[src/rtl/exe_mem_pipe_pkg.sv]
// -----------------------------------------------------------------------------
// exe_mem_pipe_pkg
// Shared widths, the idle memory-op encoding and the skid-buffer state type
// used by the EXE->MEM pipeline register and its skid buffer.
// -----------------------------------------------------------------------------
package exe_mem_pipe_pkg;

    localparam int RADDR_WIDTH = 5;
    localparam int RDATA_WIDTH = 32;
    localparam int ADDR_WIDTH  = 32;
    localparam int DATA_WIDTH  = 32;
    localparam int MEMOP_WIDTH = 4;

    // Memory op presented to MEM whenever the head entry is not valid.
    localparam logic [MEMOP_WIDTH-1:0] MEM_NOP = '0;

    // Occupancy of the 2-entry skid buffer.
    typedef enum logic [1:0] {
        SKID_EMPTY = 2'd0,  // head invalid, skid invalid
        SKID_ONE   = 2'd1,  // head valid,   skid invalid
        SKID_TWO   = 2'd2   // head valid,   skid valid
    } skid_state_e;

endpackage

[src/rtl/exe_mem_pipe_skid_buf.sv]
// -----------------------------------------------------------------------------
// pipe_skid_buf
// Generic 2-entry valid/ready skid buffer. The head register drives the
// output; the skid register absorbs one extra beat so that in_ready_o can be
// a register instead of a combinational function of out_ready_i.
//
// Ports
//   clk_i, rst_i    clock, synchronous active-high reset
//   flush_i         drop every held entry (and any beat accepted this cycle)
//   in_valid_i      upstream presents in_data_i
//   in_ready_o      registered; low only while both entries are occupied
//   in_data_i       W-bit payload
//   out_valid_o     head entry valid
//   out_ready_i     downstream consumes the head this cycle
//   out_data_o      head payload (holds its last value while invalid)
// -----------------------------------------------------------------------------
module pipe_skid_buf
    import exe_mem_pipe_pkg::*;
#(
    parameter int W = 8
) (
    input  logic         clk_i,
    input  logic         rst_i,
    input  logic         flush_i,
    input  logic         in_valid_i,
    output logic         in_ready_o,
    input  logic [W-1:0] in_data_i,
    output logic         out_valid_o,
    input  logic         out_ready_i,
    output logic [W-1:0] out_data_o
);

    skid_state_e  r_state;
    logic         r_in_ready;
    logic [W-1:0] r_head_p1;
    logic [W-1:0] r_skid_p1;

    logic w_in_fire;
    logic w_out_fire;
    logic w_skid_load;

    assign w_in_fire   = in_valid_i & r_in_ready;
    assign w_out_fire  = (r_state != SKID_EMPTY) & out_ready_i;
    // Skid only captures when the head is occupied and is not draining.
    assign w_skid_load = !rst_i && !flush_i && (r_state == SKID_ONE)
                         && w_in_fire && !w_out_fire;

    // ---- stage p1: occupancy control and head register ----
    always_ff @(posedge clk_i) begin
        if (rst_i) begin
            r_state    <= SKID_EMPTY;
            r_in_ready <= 1'b1;
            r_head_p1  <= '0;
        end else if (flush_i) begin
            // Head data is left alone; only validity is dropped.
            r_state    <= SKID_EMPTY;
            r_in_ready <= 1'b1;
        end else begin
            case (r_state)
                SKID_EMPTY: begin
                    if (w_in_fire) begin
                        r_head_p1 <= in_data_i;
                        r_state   <= SKID_ONE;
                    end
                end
                SKID_ONE: begin
                    if (w_in_fire && w_out_fire) begin
                        r_head_p1 <= in_data_i;
                    end else if (w_in_fire) begin
                        r_state    <= SKID_TWO;
                        r_in_ready <= 1'b0;
                    end else if (w_out_fire) begin
                        r_state <= SKID_EMPTY;
                    end
                end
                SKID_TWO: begin
                    // in_ready_o is low here, so only a drain can happen.
                    if (w_out_fire) begin
                        r_head_p1  <= r_skid_p1;
                        r_state    <= SKID_ONE;
                        r_in_ready <= 1'b1;
                    end
                end
                default: begin
                    r_state    <= SKID_EMPTY;
                    r_in_ready <= 1'b1;
                end
            endcase
        end
    end

    // Skid data carries no reset; it is never read while the skid is invalid.
    always_ff @(posedge clk_i) begin
        if (w_skid_load) begin
            r_skid_p1 <= in_data_i;
        end
    end

    assign in_ready_o  = r_in_ready;
    assign out_valid_o = (r_state != SKID_EMPTY);
    assign out_data_o  = r_head_p1;

endmodule

[src/rtl/exe_mem_pipe.sv]
// -----------------------------------------------------------------------------
// exe_mem_pipe
// EXE->MEM pipeline register built around a 2-entry skid buffer. Carries the
// register-writeback and memory-access payload, gates write enables and the
// memory op while the head is invalid, exposes a forwarding tap for hazard
// bypass and counts back-pressure cycles with a saturating counter.
//
// Ports
//   clk_i, rst_i, flush_i          clock, sync active-high reset, flush
//   in_valid_i / in_ready_o        EXE-side handshake (in_ready_o registered)
//   reg_*_i, mem_*_i               EXE payload
//   out_valid_o / out_ready_i      MEM-side handshake
//   reg_*_o, mem_*_o               head payload toward MEM
//   fwd_valid_o/waddr_o/wdata_o    head register write, for bypass
//   stall_cnt_o                    cycles with out_valid_o=1 and out_ready_i=0
// -----------------------------------------------------------------------------
module exe_mem_pipe
    import exe_mem_pipe_pkg::*;
#(
    parameter int RADDR_W = RADDR_WIDTH,
    parameter int RDATA_W = RDATA_WIDTH,
    parameter int ADDR_W  = ADDR_WIDTH,
    parameter int DATA_W  = DATA_WIDTH,
    parameter int MEMOP_W = MEMOP_WIDTH,
    parameter int CNT_W   = 16
) (
    input  logic               clk_i,
    input  logic               rst_i,
    input  logic               flush_i,
    input  logic               in_valid_i,
    output logic               in_ready_o,
    input  logic [RADDR_W-1:0] reg_waddr_i,
    input  logic               reg_we_i,
    input  logic [RDATA_W-1:0] reg_wdata_i,
    input  logic               mem_we_i,
    input  logic [ADDR_W-1:0]  mem_addr_i,
    input  logic [DATA_W-1:0]  mem_data_i,
    input  logic [MEMOP_W-1:0] mem_op_i,
    output logic               out_valid_o,
    input  logic               out_ready_i,
    output logic [RADDR_W-1:0] reg_waddr_o,
    output logic               reg_we_o,
    output logic [RDATA_W-1:0] reg_wdata_o,
    output logic               mem_we_o,
    output logic [ADDR_W-1:0]  mem_addr_o,
    output logic [DATA_W-1:0]  mem_data_o,
    output logic [MEMOP_W-1:0] mem_op_o,
    output logic               fwd_valid_o,
    output logic [RADDR_W-1:0] fwd_waddr_o,
    output logic [RDATA_W-1:0] fwd_wdata_o,
    output logic [CNT_W-1:0]   stall_cnt_o
);

    localparam int PAY_W = RADDR_W + 1 + RDATA_W + 1 + ADDR_W + DATA_W + MEMOP_W;
    localparam logic [MEMOP_W-1:0] L_NOP = MEMOP_W'(MEM_NOP);

    // Increment that sticks at all-ones instead of wrapping.
    function automatic logic [CNT_W-1:0] sat_inc(input logic [CNT_W-1:0] v);
        return (&v) ? v : v + CNT_W'(1);
    endfunction

    logic [PAY_W-1:0]   w_in_pay;
    logic [PAY_W-1:0]   w_head_pay;
    logic               w_head_vld;

    logic [RADDR_W-1:0] w_h_waddr;
    logic               w_h_reg_we;
    logic [RDATA_W-1:0] w_h_wdata;
    logic               w_h_mem_we;
    logic [ADDR_W-1:0]  w_h_addr;
    logic [DATA_W-1:0]  w_h_data;
    logic [MEMOP_W-1:0] w_h_op;

    logic [CNT_W-1:0]   r_stall_cnt;

    assign w_in_pay = {reg_waddr_i, reg_we_i, reg_wdata_i, mem_we_i,
                       mem_addr_i, mem_data_i, mem_op_i};

    pipe_skid_buf #(
        .W (PAY_W)
    ) u_skid (
        .clk_i       (clk_i),
        .rst_i       (rst_i),
        .flush_i     (flush_i),
        .in_valid_i  (in_valid_i),
        .in_ready_o  (in_ready_o),
        .in_data_i   (w_in_pay),
        .out_valid_o (w_head_vld),
        .out_ready_i (out_ready_i),
        .out_data_o  (w_head_pay)
    );

    assign {w_h_waddr, w_h_reg_we, w_h_wdata, w_h_mem_we,
            w_h_addr, w_h_data, w_h_op} = w_head_pay;

    // Side effects are suppressed while the head is invalid; address and
    // data fields simply show whatever the head last held.
    assign out_valid_o = w_head_vld;
    assign reg_waddr_o = w_h_waddr;
    assign reg_we_o    = w_head_vld & w_h_reg_we;
    assign reg_wdata_o = w_h_wdata;
    assign mem_we_o    = w_head_vld & w_h_mem_we;
    assign mem_addr_o  = w_h_addr;
    assign mem_data_o  = w_h_data;
    assign mem_op_o    = w_head_vld ? w_h_op : L_NOP;

    assign fwd_valid_o = w_head_vld & w_h_reg_we;
    assign fwd_waddr_o = w_h_waddr;
    assign fwd_wdata_o = w_h_wdata;

    // ---- stall counter: counts on flush cycles too ----
    always_ff @(posedge clk_i) begin
        if (rst_i) begin
            r_stall_cnt <= '0;
        end else if (w_head_vld && !out_ready_i) begin
            r_stall_cnt <= sat_inc(r_stall_cnt);
        end
    end

    assign stall_cnt_o = r_stall_cnt;

endmodule
[config.mk]
export PLATFORM = sky130hd
export DESIGN_NAME = exe_mem_pipe
export DESIGN_NICKNAME = d
export VERILOG_FILES = /design/src/rtl/exe_mem_pipe_pkg.sv /design/src/rtl/exe_mem_pipe_skid_buf.sv /design/src/rtl/exe_mem_pipe.sv
export SDC_FILE = /design/constraint.sdc
export NUM_CORES = 1
export LEC_CHECK = 0
export CAP_MARGIN = 20
export CORE_UTILIZATION = 53
export CTS_BUF_LIST = sky130_fd_sc_hd__clkbuf_16
export CTS_CLUSTER_SIZE = 28
export DETAILED_ROUTE_END_ITERATION = 8
export PLACE_DENSITY = 0.86
export SYNTH_ARGS = -nofsm -noshare
export SYNTH_HDL_FRONTEND = slang
export SYNTH_SLANG_ARGS = --single-unit
[constraint.sdc]
create_clock -name clk_i -period 26.2 [get_ports clk_i]
set_clock_uncertainty 0.1 [all_clocks]
set_input_delay 2.62 -clock clk_i [delete_from_list [all_inputs] [get_ports clk_i]]
set_output_delay 2.62 -clock clk_i [all_outputs]
set_load 0.02 [all_outputs]
==> impl_results.md, run 1 <==
- Number of iterations in the first detailed-routing pass: 5
- Count of synthesis-stage warnings from yosys: 0
- Cts repair resizes: 0
- Clock tree buffer depth: 3
- Number of buffers inserted for hold repair after clock tree synthesis: 0
- Kind of end point of the critical path: output pin
- Via count: 7014
- Synth-to-layout area growth: 24.7%
- Class of the most critical hold timing path: reg2reg
- Fraction of synthesized cell area taken by the top area cell type: 0.313
- Cells after synthesis: 870
- Clock insertion delay at the later pin of the skew report: 500 ps
- WP data arrival: 2370 ps
- Worst Max-Slew Pin Slew: 1110 ps
- CP Class: reg2out
- Clock transition at path regs: 60 ps
- Horiz. Die Dim: 141 um
- Maximum net fanout on the critical path: 8
- Antenna fix cells: 0
- H-tree level count: 1
- Most frequent cell after synthesis: sky130_fd_sc_hd__buf_4
- Portion of the clock cycle consumed by the worst path in the final layout: 0.194
- Top-level port count: 275
- Startpoint of the most critical hold path: u_skid.out_data_o[14]
- Post-synthesis sequential element count: 233
- P_leak: 4.01 nW
- Share of flip-flops with an asynchronous set or reset after synthesis: 0
- Status: complete, no violations
- Total Power: 0.827 mW
- Cell taking the most area after synthesis: sky130_fd_sc_hd__edfxtp_1
- Total routing resource utilization after global routing: 0.223
- Initial antenna violation count: 0
- Primary flip-flop cell chosen by synthesis mapping: sky130_fd_sc_hd__dfxtp_1
- Mapped Area: 10300 sq um
- Final estimated routing congestion in global placement: 0.800
- Core Region: 18800 sq um
- Count of flip-flops with a built-in enable after synthesis: 107
- Top cells by count, synth: sky130_fd_sc_hd__buf_4 (141), sky130_fd_sc_hd__dfxtp_1 (126), sky130_fd_sc_hd__a21oi_1 (120)
- DRC violations left: 0
- Power density cells: 64.6 nW/um^2
- Post-layout minimum cycle time: 5090 ps
- DIE HEIGHT: 141 um
- Number of global-route vias before repair: 6604
- Synthesized area per cell: 11.8 sq um
- Clock sinks: 233
- Inserted Clock Buffers: 24
- Fin Setup TNS: 0 ps
- Unrepaired setup endpoints after global routing: false
- Routed wire length: 22900 um
- Synthesized netlist net count: 983
- TritonCTS clock tree: done
- Area of the die: 19900 sq um
- Initial Util: 0.545
- Clk root buf: sky130_fd_sc_hd__clkbuf_16
- Number of unique standard cell types used by synthesis: 38
- Filler instances: 1379
- Port Buffers: 274
- Average vias per placed instance: 5.65
- Detail Route Antenna Nets: 0
- Hold Violations, Final: 0
- Largest cells by area after synthesis: sky130_fd_sc_hd__edfxtp_1 (31%), sky130_fd_sc_hd__dfxtp_1 (25%), sky130_fd_sc_hd__mux2i_1 (11%)
- Setup repair bufs after CTS: 0
- Highest achievable clock rate: 0.196 GHz
- Startpoint of the most critical setup path: u_skid.r_state[0]
- Maximum Capacitance Violations: 0
- Sequential cell area fraction in the yosys report: 0.559
- Wirelength per Cell: 18.5 um
- Share of cells above drive strength 1: 0.0458
- DRC violation total after the first TritonRoute iteration: 311
- First-pass GRT wire length: 35800 um
- Global-route congestion overflow total: 0
- Slew HR: 0.259
- Final nets: 1077
- Max-slew violation count: 0
- Final count of negative-setup-slack endpoints: 0
- Largest net degree at the start of global routing: 112
- R2R Path Start: u_skid.r_state[0]
- Sum of net half-perimeters after detailed placement: 14400 um
- Std-Cell Rows: 50
- Category of the worst setup path launch point: register
- Required arrival time at the worst endpoint: 23480 ps
- Worst vdd rail ir drop: 0.0571 mV
[power breakdown]
part	switching [mW]	leakage [nW]	internal, mW	total, mW
Sequential	0.00850	2.00	0.393	0.401
Combinational	0.0576	1.61	0.0544	0.112
Clock	0.132	0.396	0.181	0.313
Total	0.199	4.01	0.628	0.827
[critical path, stage by stage, from the launching register on]
cell                              delay, ps
sky130_fd_sc_hd__dfxtp_1                400
sky130_fd_sc_hd__nor2_1                 640
sky130_fd_sc_hd__nor2b_1                230
sky130_fd_sc_hd__clkdlybuf4s50_1        600
[final cells by class]
cell class | instances | area [sq um] | area share
clock buffers | 25 | 626 | 0.0489
clock inverters | 19 | 100 | 0.00782
inverters | 5 | 23.8 | 0.00186
multi-input cells | 418 | 3180 | 0.248
flip-flops and latches | 233 | 5740 | 0.448
well taps | 260 | 325 | 0.0254
repair buffers | 282 | 2810 | 0.220
[cell usage in the layout (no fill, tap or decap), types with 2 or more instances in the layout]
| cell type | instances |
|---|---|
| sky130_fd_sc_hd__nor4_1 | 4 |
| sky130_fd_sc_hd__a311oi_1 | 107 |
| sky130_fd_sc_hd__edfxtp_1 | 107 |
| sky130_fd_sc_hd__nand4_1 | 4 |
| sky130_fd_sc_hd__or4_1 | 6 |
| sky130_fd_sc_hd__a21oi_1 | 120 |
| sky130_fd_sc_hd__clkbuf_16 | 25 |
| sky130_fd_sc_hd__mux2_2 | 2 |
| sky130_fd_sc_hd__nand2b_1 | 2 |
| sky130_fd_sc_hd__o31ai_1 | 7 |
| sky130_fd_sc_hd__mux2i_1 | 109 |
| sky130_fd_sc_hd__nand2_1 | 6 |
| sky130_fd_sc_hd__buf_4 | 8 |
| sky130_fd_sc_hd__nor3_1 | 3 |
| sky130_fd_sc_hd__nor2b_1 | 8 |
| sky130_fd_sc_hd__dfxtp_1 | 126 |
| sky130_fd_sc_hd__inv_1 | 15 |
| sky130_fd_sc_hd__clkinv_2 | 2 |
| sky130_fd_sc_hd__clkinv_1 | 5 |
| sky130_fd_sc_hd__or3_1 | 6 |
| sky130_fd_sc_hd__clkdlybuf4s50_1 | 273 |
| sky130_fd_sc_hd__nand3_1 | 5 |
| sky130_fd_sc_hd__nor2_1 | 8 |
| sky130_fd_sc_hd__o21ai_0 | 6 |
[metal layers]
| metal | vias to the layer above | wire (um) | global-route usage |
|---|---|---|---|
| li1 | 3391 | - | - |
| met1 | 3297 | 9280 | 0.286 |
| met3 | 35 | 2110 | 0.0686 |
| met2 | 291 | 11000 | 0.364 |
| met4 | 0 | 530 | 0.0629 |
| met5 | - | 0 | 0 |
[stage by stage]
stage | util | cell area (sq um) | hold WS [ps] | setup WS (ps) | instances
6_report | 0.680 | 12800 | 420 | 21110 | 1242
5_1_grt | 0.680 | 12800 | 440 | 20930 | 1242
4_1_cts | 0.680 | 12800 | 412 | 20980 | 1242
3_5_place_dp | 0.641 | 12100 | 404 | 20630 | 1198
3_3_place_gp | 0.641 | 12100 | 395 | 20680 | 1198
2_1_floorplan | - | 10300 | 388 | 11450 | 870
[sequential cells by signal, summed over array words and instances, names as in the netlist]
signal,count
stall_cnt_o,16
u_skid.r_state,2
u_skid.in_ready_o,1
u_skid.r_skid_p1,107
u_skid.out_data_o,107
[worst paths after layout]
check | end | slack [ps] | cells past startpoint
worst max register to register | u_skid.r_skid_p1[65] | 23370 | 4
worst max-delay path | fwd_valid_o | 21110 | 3
worst min-delay path | u_skid.out_data_o[14] | 420 | 2
worst min register to register | u_skid.out_data_o[14] | 420 | 2
[cell families (layout without fill, tap and decap cells)]
group                    after synthesis  in the layout  synth area share
AO/OA/AOI/OAI                        245            245             0.162
XOR/XNOR                               2              2           0.00171
adder cells (fa/ha/maj)                1              1           0.00122
buffers and inverters                219            331             0.134
flip-flops                           233            233             0.559
multiplexers                         111            111             0.108
AND/OR/NAND/NOR                       59             59            0.0338
Note: power is estimated with default switching activity, not from simulation.
==> run 2, diff against run 1 <==
--- a/config.mk
+++ b/config.mk
@@ -6,11 +6,11 @@
 export NUM_CORES = 1
 export LEC_CHECK = 0
 export CAP_MARGIN = 20
-export CORE_UTILIZATION = 53
+export CORE_UTILIZATION = 49
 export CTS_BUF_LIST = sky130_fd_sc_hd__clkbuf_16
 export CTS_CLUSTER_SIZE = 28
 export DETAILED_ROUTE_END_ITERATION = 8
-export PLACE_DENSITY = 0.86
+export PLACE_DENSITY = 0.81
 export SYNTH_ARGS = -nofsm -noshare
 export SYNTH_HDL_FRONTEND = slang
 export SYNTH_SLANG_ARGS = --single-unit
==> constraint.sdc (replaced) <==
create_clock -name clk_i -period 4.8 [get_ports clk_i]
set_clock_uncertainty 0.1 [all_clocks]
set_input_delay 0.48 -clock clk_i [delete_from_list [all_inputs] [get_ports clk_i]]
set_output_delay 0.48 -clock clk_i [all_outputs]
set_load 0.02 [all_outputs]
==> impl_results.md, run 2 (synthesis gave the netlist of run 1 again) <==
- Status: complete, no violations
- Detail Route Antenna Nets: 0 (unchanged)
- DRC violations left: 0 (unchanged)
- Final count of negative-setup-slack endpoints: 0 (unchanged)
- Total routing resource utilization after global routing: 0.207 (-0.0165)
- Std-Cell Rows: 52 (+4.0%)
- Initial antenna violation count: 0 (unchanged)
- Horiz. Die Dim: 147 um (+3.9%)
- Initial Util: 0.504 (-0.0411)
- Antenna fix cells: 0 (unchanged)
- Share of cells above drive strength 1: 0.0568 (+0.0110)
- Synth-to-layout area growth: 26.1%
- Kind of end point of the critical path: output pin
- CP Class: reg2out
- Required arrival time at the worst endpoint: 4220 ps (-19260 ps)
- Setup repair bufs after CTS: 0 (unchanged)
- Worst slack after detailed placement: 1650 ps (-18980 ps)
- Placed cell count: 1210 (+1.0%)
- Number of buffers inserted for hold repair after clock tree synthesis: 0 (unchanged)
- Worst hold path cell count: 2 (unchanged)
- Largest net degree at the start of global routing: 131 (+17%)
- Sequential Area: 5740 sq um (unchanged)
- TritonCTS clock tree: done
- Post-layout minimum cycle time: 2890 ps
- Power density cells: 364 nW/um^2 (+460%)
- Setup slack of the critical path after layout: 1910 ps (-19200 ps)
- DRC violation total after the first TritonRoute iteration: 314 (+0.96%)
- Core Region: 20400 sq um (+8.1%)
- Highest achievable clock rate: 0.346 GHz
- Clock transition at path regs: 60 ps (about the same)
- Final estimated routing congestion in global placement: 0.818 (+2.2%)
- Area used by multi-input combinational logic: 3190 sq um (+0.28%)
- Most common cell after layout, fill and taps aside: sky130_fd_sc_hd__clkdlybuf4s50_1
- Layout Cells excl Fill: 1256 (+1.1%)
- Clock sinks: 233 (unchanged)
- DIE HEIGHT: 147 um (+3.9%)
- Clk root buf: sky130_fd_sc_hd__clkbuf_16
- Inserted Clock Buffers: 25 (+4.2%)
- Slack of the worst reg-to-reg path: 2310 ps (-21060 ps)
- Portion of the clock cycle consumed by the worst path in the final layout: 0.601
- Routed wire length: 23000 um (+0.17%)
- Number of global-route vias before repair: 6635 (+0.47%)
- Sum of net half-perimeters after detailed placement: 14400 um (-0.33%)
- Worst Max-Slew Pin Slew: 980 ps (-132 ps)
- Reg2Reg Depth: 5 (+1)
- Hold Violations, Final: 0 (unchanged)
- First-pass GRT wire length: 36300 um (+1.4%)
- Clock insertion delay at the later pin of the skew report: 510 ps (about the same)
- Port Buffers: 274 (unchanged)
- Filler instances: 1592 (+15%)
- Area of the die: 21500 sq um (+8.0%)
- Category of the worst setup path launch point: register
- Average vias per placed instance: 5.59 (-1.1%)
- Max-slew violation count: 0 (unchanged)
- Final nets: 1080 (+0.28%)
- Global-route congestion overflow total: 0 (unchanged)
- Class of the most critical hold timing path: in2reg
- Clock tree buffer depth: 3 (unchanged)
- Worst vdd rail ir drop: 0.281 mV (+390%)
- Most frequent cells in the layout: sky130_fd_sc_hd__clkdlybuf4s50_1 (273), sky130_fd_sc_hd__dfxtp_1 (126), sky130_fd_sc_hd__a21oi_1 (120)
- H-tree level count: 1 (unchanged)
- WP data arrival: 2310 ps (-60 ps)
- Number of iterations in the first detailed-routing pass: 5 (unchanged)
- Wirelength per Cell: 18.3 um (-0.94%)
- Maximum Capacitance Violations: 0 (unchanged)
- Via count: 7016 (+0.029%)
- Slew HR: 0.346 (+0.0879)
- Fin Setup TNS: 0 ps (unchanged)
- Cts repair resizes: 0 (unchanged)
- P_leak: 4.05 nW (+1.1%)
- Unrepaired setup endpoints after global routing: false
- Top-level port count: 275 (unchanged)
- Maximum net fanout on the critical path: 8 (unchanged)
-- run 2: routing by layer --
metal	GRT usage	vias up	wire length (um)
li1	-	3386	-
met1	0.266	3324	9670
met2	0.336	266	10700
met3	0.0680	40	2100
met4	0.0516	0	484
met5	0	-	0
-- run 2: power by group --
part	total, mW	switching (mW)	internal (mW)	leakage [nW]
clock	1.91	0.752	1.16	0.422
combinational	0.614	0.314	0.300	1.63
sequential	2.19	0.0472	2.14	2.00
-- run 2: path summary, 6_finish.rpt --
check / startpoint / to
worst max-delay path: u_skid.r_state[0] / fwd_valid_o
worst min-delay path: rst_i / stall_cnt_o[15]
worst max register to register: u_skid.r_state[1] / u_skid.out_data_o[34]
worst min register to register: u_skid.out_data_o[101] / u_skid.out_data_o[101]
-- run 2: critical path, cell delays in order, from the launching register on --
cell and delay, ps:
sky130_fd_sc_hd__dfxtp_1 390, sky130_fd_sc_hd__nor2_1 580, sky130_fd_sc_hd__nor2b_1 220, sky130_fd_sc_hd__clkdlybuf4s50_1 590
-- run 2: layout make-up --
type	instances	share of cell area
flip-flops and latches	233	0.443
repair buffers	284	0.219
well taps	270	0.0261
multi-input cells	418	0.246
inverters	5	0.00184
clock buffers	25	0.0483
clock inverters	21	0.0155
-- run 2: per-stage QoR --
stage,hold WS [ps],instance area (sq um),total power [mW],util
floorplan,388,10300,2.64,-
global placement,382,12100,2.83,0.595
detailed placement,401,12100,2.85,0.595
CTS,328,12900,4.77,0.636
global route,350,12900,4.90,0.636
finish,344,12900,4.72,0.636
==> run 3, diff against run 2 <==
--- a/config.mk
+++ b/config.mk
@@ -6,11 +6,11 @@
 export NUM_CORES = 1
 export LEC_CHECK = 0
 export CAP_MARGIN = 20
-export CORE_UTILIZATION = 49
+export CORE_UTILIZATION = 44
 export CTS_BUF_LIST = sky130_fd_sc_hd__clkbuf_16
 export CTS_CLUSTER_SIZE = 28
 export DETAILED_ROUTE_END_ITERATION = 8
-export PLACE_DENSITY = 0.81
+export PLACE_DENSITY = 0.77
 export SYNTH_ARGS = -nofsm -noshare
 export SYNTH_HDL_FRONTEND = slang
 export SYNTH_SLANG_ARGS = --single-unit
==> constraint.sdc (replaced) <==
create_clock -name clk_i -period 2.6 [get_ports clk_i]
set_clock_uncertainty 0.1 [all_clocks]
set_input_delay 0.26 -clock clk_i [delete_from_list [all_inputs] [get_ports clk_i]]
set_output_delay 0.26 -clock clk_i [all_outputs]
set_load 0.02 [all_outputs]
==> impl_results.md, run 3 (synthesis gave the netlist of run 1 again) <==
- Routed wire length: 23800 um (+3.3%)
- R2R Path Start: stall_cnt_o[0]
- DRC violation total after the first TritonRoute iteration: 370 (+18%)
- Total Power: 8.79 mW (+86%)
- Worst slack after detailed placement: 234 ps (-1420 ps)
- CP Class: reg2out
- Setup slack of the critical path after layout: 127 ps (-1790 ps)
- Average vias per placed instance: 5.40 (-3.4%)
- Worst vdd rail ir drop: 0.434 mV (+55%)
- Global-route congestion overflow total: 0 (unchanged)
- Horiz. Die Dim: 155 um (+5.5%)
- Initial antenna violation count: 0 (unchanged)
- Portion of the clock cycle consumed by the worst path in the final layout: 0.951
- Worst hold path cell count: 1 (-1)
- Largest net degree at the start of global routing: 62 (-53%)
- Detail Route Antenna Nets: 0 (unchanged)
- Clk root buf: sky130_fd_sc_hd__clkbuf_16
- Top-level port count: 275 (unchanged)
- Share of cells above drive strength 1: 0.0775 (+0.0207)
- Inserted Clock Buffers: 26 (+4.0%)
- Hold slack: 229 ps (-115 ps)
- Maximum Capacitance Violations: 0 (unchanged)
- Port Buffers: 274 (unchanged)
- Final estimated routing congestion in global placement: 0.813 (-0.62%)
- End point of the worst hold path: u_skid.r_skid_p1[45]
- Power density cells: 660 nW/um^2 (+81%)
- Most common cell after layout, fill and taps aside: sky130_fd_sc_hd__clkdlybuf4s50_1
- Antenna fix cells: 0 (unchanged)
- Required arrival time at the worst endpoint: 2240 ps (-1980 ps)
- P_leak: 4.21 nW (+3.8%)
- Layout Cells excl Fill: 1320 (+5.1%)
- Post-layout minimum cycle time: 2470 ps
- Final nets: 1100 (+1.9%)
- Final count of negative-setup-slack endpoints: 0 (unchanged)
- Clock insertion delay at the later pin of the skew report: 510 ps (about the same)
- Reg-to-Reg End: stall_cnt_o[1]
- Slew HR: 0.532 (+0.186)
- Status: complete, no violations
- DIE HEIGHT: 155 um (+5.5%)
- Number of global-route vias before repair: 6851 (+3.3%)
- Class of the most critical hold timing path: in2reg
- Via count: 7122 (+1.5%)
- Sum of net half-perimeters after detailed placement: 15600 um (+8.4%)
- Category of the worst setup path launch point: register
- Worst Max-Slew Pin Slew: 702 ps (-278 ps)
- Initial Util: 0.451 (-0.0534)
- Max-slew violation count: 0 (unchanged)
- Most frequent cells in the layout: sky130_fd_sc_hd__clkdlybuf4s50_1 (273), sky130_fd_sc_hd__dfxtp_1 (123), sky130_fd_sc_hd__a21oi_1 (120)
- Synth-to-layout area growth: 29.7%
- Startpoint of the most critical hold path: mem_addr_i[9]
- Highest achievable clock rate: 0.404 GHz
- Clock transition at path regs: 60 ps (about the same)
- Slack of the worst reg-to-reg path: 580 ps (-1730 ps)
- Reg2Reg Depth: 6 (+1)
- Std-Cell Rows: 55 (+5.8%)
- Wirelength per Cell: 18.0 um (-1.7%)
- Clock sinks: 233 (unchanged)
- First-pass GRT wire length: 37400 um (+3.1%)
- Kind of end point of the critical path: output pin
- Hold Violations, Final: 0 (unchanged)
- TritonCTS clock tree: done
- Core Region: 22800 sq um (+12%)
- DRC violations left: 0 (unchanged)
- Placed cell count: 1271 (+5.0%)
- Number of iterations in the first detailed-routing pass: 5 (unchanged)
- Unrepaired setup endpoints after global routing: false
- Total routing resource utilization after global routing: 0.194 (-0.0126)
- Maximum net fanout on the critical path: 8 (unchanged)
- WP data arrival: 2110 ps (-200 ps)
- Area of the die: 23900 sq um (+11%)
- H-tree level count: 1 (unchanged)
- Setup repair bufs after CTS: 0 (unchanged)
- Clock tree buffer depth: 3 (unchanged)
run 3: layer usage:
metal	wire length (um)	part of all wire	vias to the layer above	track usage
li1	-	-	3430	-
met1	10200	0.43	3386	0.253
met2	11300	0.48	275	0.317
met3	1820	0.077	31	0.0572
met4	452	0.019	0	0.0471
met5	0	0	-	0
run 3: worst max-delay path: stages (launching register included):
cell	delay [ps]
sky130_fd_sc_hd__dfxtp_2	460
sky130_fd_sc_hd__nor2_1	140
sky130_fd_sc_hd__buf_4	200
sky130_fd_sc_hd__nor2b_1	140
sky130_fd_sc_hd__clkdlybuf4s50_1	650
run 3: report_power, final:
group	total, mW	switching, mW	internal (mW)
Clock	3.56	1.43	2.13
Combinational	1.18	0.589	0.589
Sequential	4.05	0.0903	3.96
Total	8.79	2.11	6.68
run 3: repair_timing:
action / 4_1_cts / 5_1_grt
endpoints found under the setup margin: 0 / 0
gates resized for setup: 0 / 0
hold buffers: 1 / 0
endpoints found under the hold margin: 7 / 0
run 3: worst max path at each step:
stage	from	endpoint	slack [ps]	depth (start not counted)
5_1_grt	u_skid.r_state[0]	mem_op_o[3]	20	4
6_report	u_skid.r_state[0]	mem_op_o[3]	130	4
4_1_cts	u_skid.r_state[0]	mem_op_o[3]	100	4
3_5_place_dp	out_ready_i	u_skid.out_data_o[47]	230	6
3_3_place_gp	out_ready_i	stall_cnt_o[15]	300	5
2_1_floorplan	u_skid.in_ready_o	u_skid.r_skid_p1[0]	-1960	2
run 3: per-stage QoR:
| stage | utilization | TNS [ps] | instance area [sq um] |
|---|---|---|---|
| global route | 0.585 | 0 | 13300 |
| finish | 0.585 | 0 | 13300 |
| CTS | 0.585 | 0 | 13300 |
| floorplan | - | -209490 | 10300 |
| global placement | 0.547 | 0 | 12500 |
| detailed placement | 0.547 | 0 | 12500 |
run 3: area by class of cell:
type,instances,area [sq um]
well taps,313,392
inverters,5,23.8
fillers,1852,9460
flip-flops and latches,233,5740
clock buffers,28,701
multi-input cells,418,3190
clock inverters,20,140
repair buffers,303,3120
